===== src/rtl/matmul_pkg.sv =====
// Shared constants and state encoding for the MAC-array sequencer, its datapath top and bench.
package matmul_pkg;

    localparam int N      = 8;   // matrix dimension = number of MAC lanes
    localparam int IDX_W  = 3;   // log2(N)
    localparam int ADDR_W = 6;   // 2*IDX_W, flat row*N+col address
    localparam int CNT_W  = 11;  // width of the run cycle counter

    typedef enum logic [1:0] {
        IDLE  = 2'd0,
        RUN   = 2'd1,
        DRAIN = 2'd2,
        DONE  = 2'd3
    } state_e;

endpackage


===== src/rtl/matmul_wr_scheduler.sv =====
// Result-RAM write-back scheduler: after each capture, walks the N buffered lanes
// of the captured column and emits one RAM write per cycle.
module matmul_wr_scheduler
    import matmul_pkg::*;
(
    input  logic              clk,
    input  logic              reset,
    input  logic              cap_i,
    input  logic [IDX_W-1:0]  j_prev_i,
    output logic              wr_en_o,
    output logic [IDX_W-1:0]  wr_sel_o,
    output logic [ADDR_W-1:0] wr_addr_o
);

    logic             active_q, active_d;
    logic [IDX_W-1:0] k_q, k_d;
    logic [IDX_W-1:0] col_q, col_d;

    // Write-walk state register; reset drops any write still in flight.
    always_ff @(posedge clk) begin
        if (reset) begin
            active_q <= 1'b0;
            k_q      <= '0;
            col_q    <= '0;
        end else begin
            active_q <= active_d;
            k_q      <= k_d;
            col_q    <= col_d;
        end
    end

    // A new capture restarts the walk; it may coincide with the last write of the previous column.
    always_comb begin
        active_d = active_q;
        k_d      = k_q;
        col_d    = col_q;
        if (cap_i) begin
            active_d = 1'b1;
            k_d      = '0;
            col_d    = j_prev_i;
        end else if (active_q) begin
            if (k_q == IDX_W'(N - 1)) begin
                active_d = 1'b0;
                k_d      = '0;
            end else begin
                k_d = k_q + IDX_W'(1);
            end
        end
    end

    assign wr_en_o   = active_q;
    assign wr_sel_o  = active_q ? k_q : '0;
    assign wr_addr_o = active_q ? {k_q, col_q} : '0;

endmodule


===== src/rtl/matmul_sequencer.sv =====
// Sequencer for the N-lane MAC array computing C = A x B one column at a time:
// drives operand indices, MAC enable/clear, buffer capture and RAM write-back.
module matmul_sequencer
    import matmul_pkg::*;
(
    input  logic              clk,
    input  logic              reset,
    input  logic              start,
    output logic              busy,
    output logic              done,
    output logic              mac_en,
    output logic              mac_clear,
    output logic [IDX_W-1:0]  a_idx,
    output logic [ADDR_W-1:0] b_addr,
    output logic              cap,
    output logic              wr_en,
    output logic [IDX_W-1:0]  wr_sel,
    output logic [ADDR_W-1:0] wr_addr,
    output logic [CNT_W-1:0]  clock_count
);

    localparam logic [ADDR_W-1:0] RUN_LAST   = ADDR_W'(N * N - 1);
    localparam logic [ADDR_W-1:0] DRAIN_LAST = ADDR_W'(N);
    localparam logic [CNT_W-1:0]  CNT_MAX    = '1;

    state_e            state_q, state_d;
    logic [ADDR_W-1:0] step_q, step_d;   // flat step: low bits = t, high bits = j
    logic [CNT_W-1:0]  cnt_q, cnt_d;
    logic [IDX_W-1:0]  t_w, j_w, j_prev;

    assign t_w = step_q[IDX_W-1:0];
    assign j_w = step_q[ADDR_W-1:IDX_W];

    // State, step and cycle-count registers.
    always_ff @(posedge clk) begin
        if (reset) begin
            state_q <= IDLE;
            step_q  <= '0;
            cnt_q   <= '0;
        end else begin
            state_q <= state_d;
            step_q  <= step_d;
            cnt_q   <= cnt_d;
        end
    end

    // Next-state and control outputs; capture hands the column just finished to the scheduler.
    always_comb begin
        state_d   = state_q;
        step_d    = step_q;
        cnt_d     = cnt_q;
        busy      = 1'b0;
        done      = 1'b0;
        mac_en    = 1'b0;
        mac_clear = 1'b0;
        a_idx     = '0;
        b_addr    = '0;
        cap       = 1'b0;
        j_prev    = '0;
        if (state_q != IDLE && cnt_q != CNT_MAX) begin
            cnt_d = cnt_q + CNT_W'(1);
        end
        case (state_q)
            IDLE: begin
                if (start) begin
                    state_d = RUN;
                    step_d  = '0;
                    cnt_d   = '0;
                end
            end
            RUN: begin
                busy      = 1'b1;
                mac_en    = 1'b1;
                a_idx     = t_w;
                b_addr    = {t_w, j_w};
                mac_clear = (t_w == '0);
                cap       = (t_w == '0) && (j_w != '0);
                j_prev    = j_w - IDX_W'(1);
                step_d    = step_q + ADDR_W'(1);
                if (step_q == RUN_LAST) begin
                    state_d = DRAIN;
                    step_d  = '0;
                end
            end
            DRAIN: begin
                busy   = 1'b1;
                cap    = (step_q == '0);
                j_prev = IDX_W'(N - 1);
                step_d = step_q + ADDR_W'(1);
                if (step_q == DRAIN_LAST) begin
                    state_d = DONE;
                    step_d  = '0;
                end
            end
            DONE: begin
                done    = 1'b1;
                state_d = IDLE;
            end
            default: state_d = IDLE;
        endcase
    end

    assign clock_count = cnt_q;

    matmul_wr_scheduler u_wr_sched (
        .clk       (clk),
        .reset     (reset),
        .cap_i     (cap),
        .j_prev_i  (j_prev),
        .wr_en_o   (wr_en),
        .wr_sel_o  (wr_sel),
        .wr_addr_o (wr_addr)
    );

endmodule


===== config.mk =====
export PLATFORM = sky130hd
export DESIGN_NAME = matmul_sequencer
export DESIGN_NICKNAME = d
export VERILOG_FILES = /design/src/rtl/matmul_pkg.sv /design/src/rtl/matmul_wr_scheduler.sv /design/src/rtl/matmul_sequencer.sv
export SDC_FILE = /design/constraint.sdc
export NUM_CORES = 1
export LEC_CHECK = 0
export CORE_ASPECT_RATIO = 0.8
export CORE_MARGIN = 2
export CORE_UTILIZATION = 48
export CTS_CLUSTER_SIZE = 12
export DETAILED_ROUTE_END_ITERATION = 16
export PLACE_DENSITY = 0.74
export SETUP_SLACK_MARGIN = 0.5
export SLEW_MARGIN = 15
export SYNTH_ARGS = -nofsm -noshare
export SYNTH_HDL_FRONTEND = slang
export SYNTH_SLANG_ARGS = --single-unit

===== constraint.sdc =====
create_clock -name clk -period 3.9 [get_ports clk]
set_clock_uncertainty 0.15 [all_clocks]
set_input_delay 0.585 -clock clk [delete_from_list [all_inputs] [get_ports clk]]
set_output_delay 0.585 -clock clk [all_outputs]
set_load 0.01 [all_outputs]

### Word level (Yosys, flattened, before mapping)

Cells that the tools add are included.

* bits in registers: 26
* bits of input ports: 3
* output and inout port bits: 35
* logic and storage cells: 57

* reduce and logical (&&, ||, !) cells: 12
* equality and inequality tests: 10
* mux-type cells: 25
* add/sub/neg operators: 4

Operators with widths (number)
* two-way mux 11 bit: 3
* two-way mux 6 bit: 5
* case mux 6 bit (3 select lines): 1
* adder 11 x 1 -> 11 bit (second input constant): 1
* != test 11 bit (second input constant): 1
* two-way mux 3 bit: 3
* case mux 2 bit (4 select lines): 1
* two-way mux 1 bit: 7
* adder 6 x 1 -> 6 bit (second input constant): 1
* equality test 6 x 4 -> 1 bit (second input constant): 1
* equality test 6 bit (second input constant): 1
* logical NOT 6 bit: 1
* two-way mux 2 bit: 3
* != test 2 bit (second input constant): 3
* case mux 3 bit (2 select lines): 1
* nonzero test 3 bit: 2
* equality test 2 bit (second input constant): 2
* OR reduction 2 bit: 2
* adder 3 x 1 -> 3 bit (second input constant): 1
* equality test 3 bit (second input constant): 1
* logical NOT 3 bit: 1
* AND reduction 3 bit: 1
* subtractor 3 x 1 -> 3 bit (second input constant): 1
* equality test 2 x 1 -> 1 bit (second input constant): 1
* 5 further kinds: 6

### Longest topological paths before layout

Gate-level depths: netlist of the first run.

* word-level depth: 5
* mapped depth: 8
* depth with buffers taken out: 7

### Hierarchy

Synthesis of the first run repeated with hierarchy kept, for this count alone.

* cell total of the unflattened synthesis: 186
* area total of the unflattened synthesis: 1581.5 um^2

Modules (own cells, without submodules)
* matmul_sequencer: sequential area each 380.4 um^2, cells each 150, instances 1, area each 1231.2 um^2
* matmul_wr_scheduler: sequential area each 140.1 um^2, cells each 36, instances 1, area each 350.3 um^2

### Least setup slack after synthesis of the first run

No wires, ideal clock.

* path type: register to output
* from: reg step_q[0]
* to: out cap
* path buffers: 1
* cell stages (with the launch flop): 7
* data arrival time: 1.397 ns
* path slack: 1.768 ns
* required time: 3.165 ns
* path through: dfxtp_1 > inv_1 > ha_1 > or4b_4 > o2bb2ai_1 > and2_1 > buf_6

* word-level cells in the longest chain between the ends: 3
* elaborated cells between the ends (all ways): 4
* classes of those cells: mux (1); reduce/logical (3)

RTL lines
* from (decl): line matmul_sequencer.sv:27 `logic [ADDR_W-1:0] step_q, step_d;`
* from (signal assigned): line matmul_sequencer.sv:42 `step_q <= step_d;`
* logical NOT 3 bit: line matmul_sequencer.sv:77 `cap = (t_w == '0) && (j_w != '0);`
* logical AND 1 bit: line matmul_sequencer.sv:77
* case mux 1 bit (2 select lines) *: line matmul_sequencer.sv:63 `case (state_q)`
* to (decl): line matmul_sequencer.sv:15 `output logic cap,`

Mark *: on every way between the ends. The rest lies on a longest branch, timed or not.

### Worst setup path after layout of the first run

Same ends and word-level chain as after synthesis.

==> impl_results.md, run 1 <==
- Reg2Reg Depth: 6
- CTS Hold Bufs: 0
- Max-cap violations: 0
- WP depth: 6
- Crit path max-delay cell type: clkdlybuf4s50_1
- Hold path cells: 2
- Clk slew on worst S/H paths: about 0.090 ns
- Vias in the first global route: 1113
- Sequential cell area: around 520 um2
- Worst Path Required: 3.16 ns
- Multi-input combinational cell area: 903.4 um2
- Pre-Repair DR Iteration Count: 4
- Mapped Area: between 1500 and 2000 um2
- Share of layout cells above drive strength 1: 5.769%
- WP data arrival: between 2 and 2.5 ns
- Critical path class: register to output port
- Final net count: 225
- Compound-Gate Fraction of Synth Area: between 10% and 20%
- Synth Area in XOR/XNOR: 4.502%
- Num Clock Sinks: 26
- Worst Hold End: step_q[1]$_SDFFE_PP0P_
- Worst Path Buf+Inv: 2
- Hold/Removal Path Class: register to register
- Placer Congestion: between 0.7 and 0.8
- Clk Latency, worst-skew pair: 0.27 ns
- Top cells by area, synth: dfxtp_1 33%, ha_1 10%, and2_1 5.2%, nor2_1 4.1%, nand2_1 3.6%
- Wire per inst: 12.26 um
- CTS resizes: 0
- Syn nets: 199
- CTS buffer count: 3
- Tot GR Track Use: between 10% and 20%
- Final Cycle Share: 81.95%
- Number of I/O port buffers: 37
- Num rows: 18
- Die H: 54.94 um
- Worst-Margin Slew: 0.8252 ns
- Die X: 67.67 um
- Area growth syn-to-layout: 24.20%
- Vias per inst: 5.173
- Pin count of the biggest net entering global routing: 18
- Routed via count: 1283
- Reg-to-reg slack, setup: 1.51 ns
- Largest family of logic cells by synthesized area: simple AND/OR/NAND/NOR gates
- Final min period: 3.196 ns
- Die ar.: 3717 um2
- Cells after Synth: between 150 and 200
- HPWL Detailed: about 2.3 mm
- Initial DRC Count: 44
- Max_slew headroom: roughly 44%
- P_leak: 0.7348 nW
- Async SR Flop Fraction: 0%
- Crit. End Element: output port
- Yosys warns: 0
- VDD IR max: roughly 0.31 mV
- Slack of the critical path: 0.7041 ns
- Worst Path Max Fanout: 9
- Clock Path Buffers: 2
- Family with the most delay on the worst path: simple AND/OR/NAND/NOR gates
- RR Endpoint: step_q[5]$_SDFFE_PP0P_
- Setup bufs post-CTS: 0
- Post-Synth Simple-Gate Area: a little over a quarter
- Ports: 38
- Synth Area in Adders: 10.45%
- Antenna-violating nets left: 0
- Post-synth EDFFs: 0
- Setup_tns: 0 ns
- Setup Viol. Count Final: 0
- Total grt overflow: 0
- Startpoint types: register
- Core box area: around 3000 um2
- Layout filler cell count: ~270
- Hold Startpoint: step_q[1]$_SDFFE_PP0P_
- Sequential fraction of the synthesis area: 33.44%
- Final wirelength: 3.040 mm
- F_max: 312.9 MHz
- Area leader, netlist: dfxtp_1
- Yosys top cell area share: 33.44%
- Initial Util: between 50 and 60%
- Syn avg cell area: between 8 and 9 um2
- Synth cell types: 41
- Cell Pwr Density: 431.2 nW/um2
- First-pass GRT wire length: 4.892 mm
- Flops & latches, synth: 26
- Setup slack after placement: 1.025 ns
- Pwr Total: around 0.00083 W
- Final Max Slew Viols: 0
- Final Hold Fails: 0
- FF-to-FF Start: state_q[1]$_SDFFE_PP0P_
- H-tree levels: 1
- Critical path's largest stage delay: between 0.6 and 0.7 ns
- Commonest non-fill, non-tap cell in the layout: clkdlybuf4s50_1
- DRC viols: 0
- Prevailing post-synth register cell: dfxtp_1
- CTS root buffer: clkbuf_8
- Ant diodes: 0
- RSZ-0062 raised after global routing: no
- Antenna violations before repair: 0
- Status: completed
- Most frequent cells in the layout: 37 x clkdlybuf4s50_1, 26 x dfxtp_1, 17 x nor2_1
- TritonCTS clock tree: yes
- Mux cell area share after synthesis: 3.939%
- CP Cell Sequence: inv_1 > ha_1 > or4b_4 > o2bb2ai_1 > and2_1 > clkdlybuf4s50_1
[registers in the layout (all words and copies together) (netlist names)]
name and flops:
state_q 2, u_wr_sched.col_q 3, step_q 6, clock_count 11, u_wr_sched.k_q 3, u_wr_sched.wr_en_o 1
[layout make-up]
| class | count | area share (%) |
|---|---|---|
| timing repair buffer | 37 | 19.16 |
| sequential | 26 | 26.93 |
| tap | 40 | 2.589 |
| multi-input combinational | 132 | 46.73 |
| inverter | 9 | 1.748 |
| clock buffer | 4 | 2.848 |
[per-stage QoR]
stage / cell area [um2] / hold slack (ns) / util (%) / instances
after floorplan: 1556 / 0.3257 / - / 183
after global placement: 1878 / 0.3512 / 60.87 / 244
after detailed placement: 1878 / 0.3622 / 60.87 / 244
after CTS: 1933 / 0.3764 / 62.65 / 248
after global routing: 1933 / 0.4090 / 62.65 / 248
final: 1933 / 0.3764 / 62.65 / 248
[power breakdown]
| part | switching, W | internal [W] |
|---|---|---|
| clock | 0.0000858 | 0.0000904 |
| combinational | 0.000185 | 0.000151 |
| sequential | 0.0000299 | 0.000291 |
| total | 0.000301 | 0.000533 |
[metal layers]
| layer | track usage (%) | vias to the layer above | routed length (um) |
|---|---|---|---|
| met1 | 23.85 | 588 | 1549 |
| met2 | 28.10 | 26 | 1332 |
| li1 | - | 667 | - |
| met4 | 3.401 | 0 | 12 |
| met3 | 5.061 | 2 | 144 |
| met5 | 0 | - | 0 |
[cell families after synthesis]
group                      after synthesis
and+or+nand+nor                         78
AOI/OAI and AO/OA                       27
DFF                                     26
buffers and inverters                   25
adders and majority gates               13
xor gates and xnor gates                 8
muxes                                    6
[worst min-delay path, delay by kind of cell (launching register included)]
family / cells / cell delay, ns
flip-flops: 1 / 0.36
AND/OR/NAND/NOR: 1 / 0.07
AO/OA/AOI/OAI: 1 / 0.05
[cell usage after synthesis, types with 4 or more instances]
library cell,n
ha_1,13
nand3_1,8
dfxtp_1,26
and2_1,13
buf_4,6
mux2i_1,5
clkbuf_1,7
a21oi_1,8
nand2b_1,6
inv_1,9
xor2_1,6
o21ai_0,4
a31oi_1,4
nand2_1,15
nor2_1,17
[how the worst max path moves through the flow]
stage	slack [ns]	from	end
6_report	0.70	step_q[0]$_SDFFE_PP0P_	cap
3_5_place_dp	1.02	step_q[0]$_SDFFE_PP0P_	cap
2_1_floorplan	1.77	step_q[0]$_SDFFE_PP0P_	cap
3_3_place_gp	1.05	step_q[0]$_SDFFE_PP0P_	cap
4_1_cts	0.72	step_q[0]$_SDFFE_PP0P_	cap
5_1_grt	0.54	state_q[1]$_SDFFE_PP0P_	cap
Note: power is estimated with default switching activity, not from simulation.
==> inputs of run 2 (changes only) <==
Clock period 3.9 ns to 3.2 ns, I/O delays scaled along.
==> impl_results.md, run 2 (same netlist as run 1, synthesis figures left out) <==
- First-pass GRT wire length: 5.106 mm (+4.4%)
- Antenna-violating nets left: 0 (unchanged)
- Final wirelength: 3.154 mm (+3.8%)
- Final Cycle Share: 77.25%
- CTS root buffer: clkbuf_8
- CP Cell Sequence: inv_1 > ha_1 > or4b_4 > o2bb2ai_1 > and2_1 > clkbuf_2
- Pre-Repair DR Iteration Count: 4 (unchanged)
- H-tree levels: 1 (unchanged)
- VDD IR max: 0.4696 mV (+52%)
- Ant diodes: 0 (unchanged)
- Finished Layout Cells: 249 (+0.40%)
- Initial DRC Count: 59 (+34%)
- CTS Hold Bufs: 0 (unchanged)
- Crit. End Element: output port
- Commonest non-fill, non-tap cell in the layout: clkdlybuf4s50_1
- Routed via count: 1315 (+2.5%)
- Setup Viol. Count Final: 0 (unchanged)
- Status: completed
- RSZ-0062 raised after global routing: no
- Hold/Removal Path Class: register to register
- Antenna violations before repair: 0 (unchanged)
- Final Max Slew Viols: 0 (unchanged)
- Total grt overflow: 0 (unchanged)
- CTS buffer count: 3 (unchanged)
- Core box area: 3085 um2 (unchanged)
- Critical path's largest stage delay: 0.47 ns (-0.14 ns)
- Multi-input combinational cell area: 905.9 um2 (+0.28%)
- Final net count: 226 (+0.44%)
- Placer Congestion: 0.7893 (+6.5%)
- DRC viols: 0 (unchanged)
- Share of layout cells above drive strength 1: 7.177% (+1.4 points)
- Initial Util: 50.45% (unchanged)
- Sequential cell area: 520.5 um2 (unchanged)
- Wire per inst: 12.67 um (+3.3%)
- Placed cell count: 245 (+0.41%)
- WP data arrival: 1.84 ns (-0.62 ns)
- Die X: 67.67 um (unchanged)
- Pin count of the biggest net entering global routing: 18 (unchanged)
- Vias in the first global route: 1142 (+2.6%)
- Layout filler cell count: 265 (-0.75%)
- Max-cap violations: 0 (unchanged)
- Setup bufs post-CTS: 0 (unchanged)
- Final Hold Fails: 0 (unchanged)
- Worst Path Max Fanout: 6 (-3)
- Slack of the critical path: 0.7280 ns (+0.02383 ns)
- Crit path max-delay cell type: or4b_4
- F_max: 404.5 MHz
- Die H: 54.94 um (unchanged)
- Area growth syn-to-layout: 25.56%
- Clk Latency, worst-skew pair: 0.27 ns (about the same)
- Setup slack after placement: 0.6316 ns (-0.3929 ns)
- Clock Path Buffers: 2 (unchanged)
- Tot GR Track Use: 18.37% (+0.80 points)
- HPWL Detailed: 2.383 mm (+3.0%)
- Number of I/O port buffers: 37 (unchanged)
- Most frequent cells in the layout: 36 x clkdlybuf4s50_1, 26 x dfxtp_1, 17 x nor2_1
- Startpoint types: register
- Max_slew headroom: 48.74% (+4.2 points)
- Die ar.: 3717 um2 (unchanged)
- Worst-Margin Slew: 0.7621 ns (-0.06311 ns)
- Num rows: 18 (unchanged)
- TritonCTS clock tree: yes
- Ports: 38 (unchanged)
- Worst Path Required: 2.57 ns (-0.59 ns)
- Max reg flops: 11 (unchanged)
- Clk slew on worst S/H paths: 0.09 ns (about the same)
- Final min period: 2.472 ns
- Vias per inst: 5.281 (+2.1%)
- P_leak: 0.7472 nW (+1.7%)
- Cell Pwr Density: 554.7 nW/um2 (+29%)
- Critical path class: register to output port
- Num Clock Sinks: 26 (unchanged)
- Setup_tns: 0 ns (unchanged)
## run 2: routing by layer
metal / global-route usage (%) / share of wire, %
met1: 23.63 / 49
met2: 30.88 / 45
met3: 4.858 / 5.1
met4: 4.762 / 0.60
met5: 0 / 0
## run 2: layout make-up
cell class / instances / area share (%)
multi-input combinational: 132 / 46.35
sequential: 26 / 26.63
timing repair buffer: 38 / 19.08
tap: 40 / 2.561
clock buffer: 3 / 2.113
inverter: 9 / 1.729
clock inverter: 1 / 1.536
## run 2: power by group
part | internal [W] | switching, W | total (W)
registers | 0.000355 | 0.0000358 | 0.000391
clock network | 0.000167 | 0.000102 | 0.000269
logic | 0.000187 | 0.000237 | 0.000425
total | 0.000710 | 0.000374 | 0.00108
## run 2: final timing paths
path	start	to	slack (ns)	cells after the start
worst max-delay path	step_q[0]$_SDFFE_PP0P_	cap	0.73	6
worst min-delay path	u_wr_sched.col_q[1]$_SDFFE_PP0P_	u_wr_sched.col_q[1]$_SDFFE_PP0P_	0.38	2
worst min register to register	u_wr_sched.col_q[1]$_SDFFE_PP0P_	u_wr_sched.col_q[1]$_SDFFE_PP0P_	0.38	2
worst max register to register	step_q[0]$_SDFFE_PP0P_	step_q[5]$_SDFFE_PP0P_	1.00	7
## run 2: through the flow
| stage | hold slack (ns) | area, um2 | power [W] | utilization (%) |
|---|---|---|---|---|
| after global routing | 0.4143 | 1954 | 0.001155 | 63.34 |
| after detailed placement | 0.3611 | 1886 | 0.0008146 | 61.11 |
| after global placement | 0.3496 | 1886 | 0.0008043 | 61.11 |
| after CTS | 0.3753 | 1956 | 0.001089 | 63.38 |
| after floorplan | 0.3257 | 1556 | 0.0006823 | - |
| final | 0.3760 | 1954 | 0.001084 | 63.34 |
## run 2: repair_timing
item	CTS	global route
cloned	0	0
endpoints found under the setup margin	1	1
resized for setup	1	3
## run 2: worst max-delay path, delay by kind of cell (launching register included)
kind | cells | cell delay [ns]
and+or+nand+nor | 2 | 0.65
DFF | 1 | 0.36
buffers and inverters | 2 | 0.23
adders and majority gates | 1 | 0.16
AOI/OAI and AO/OA | 1 | 0.16
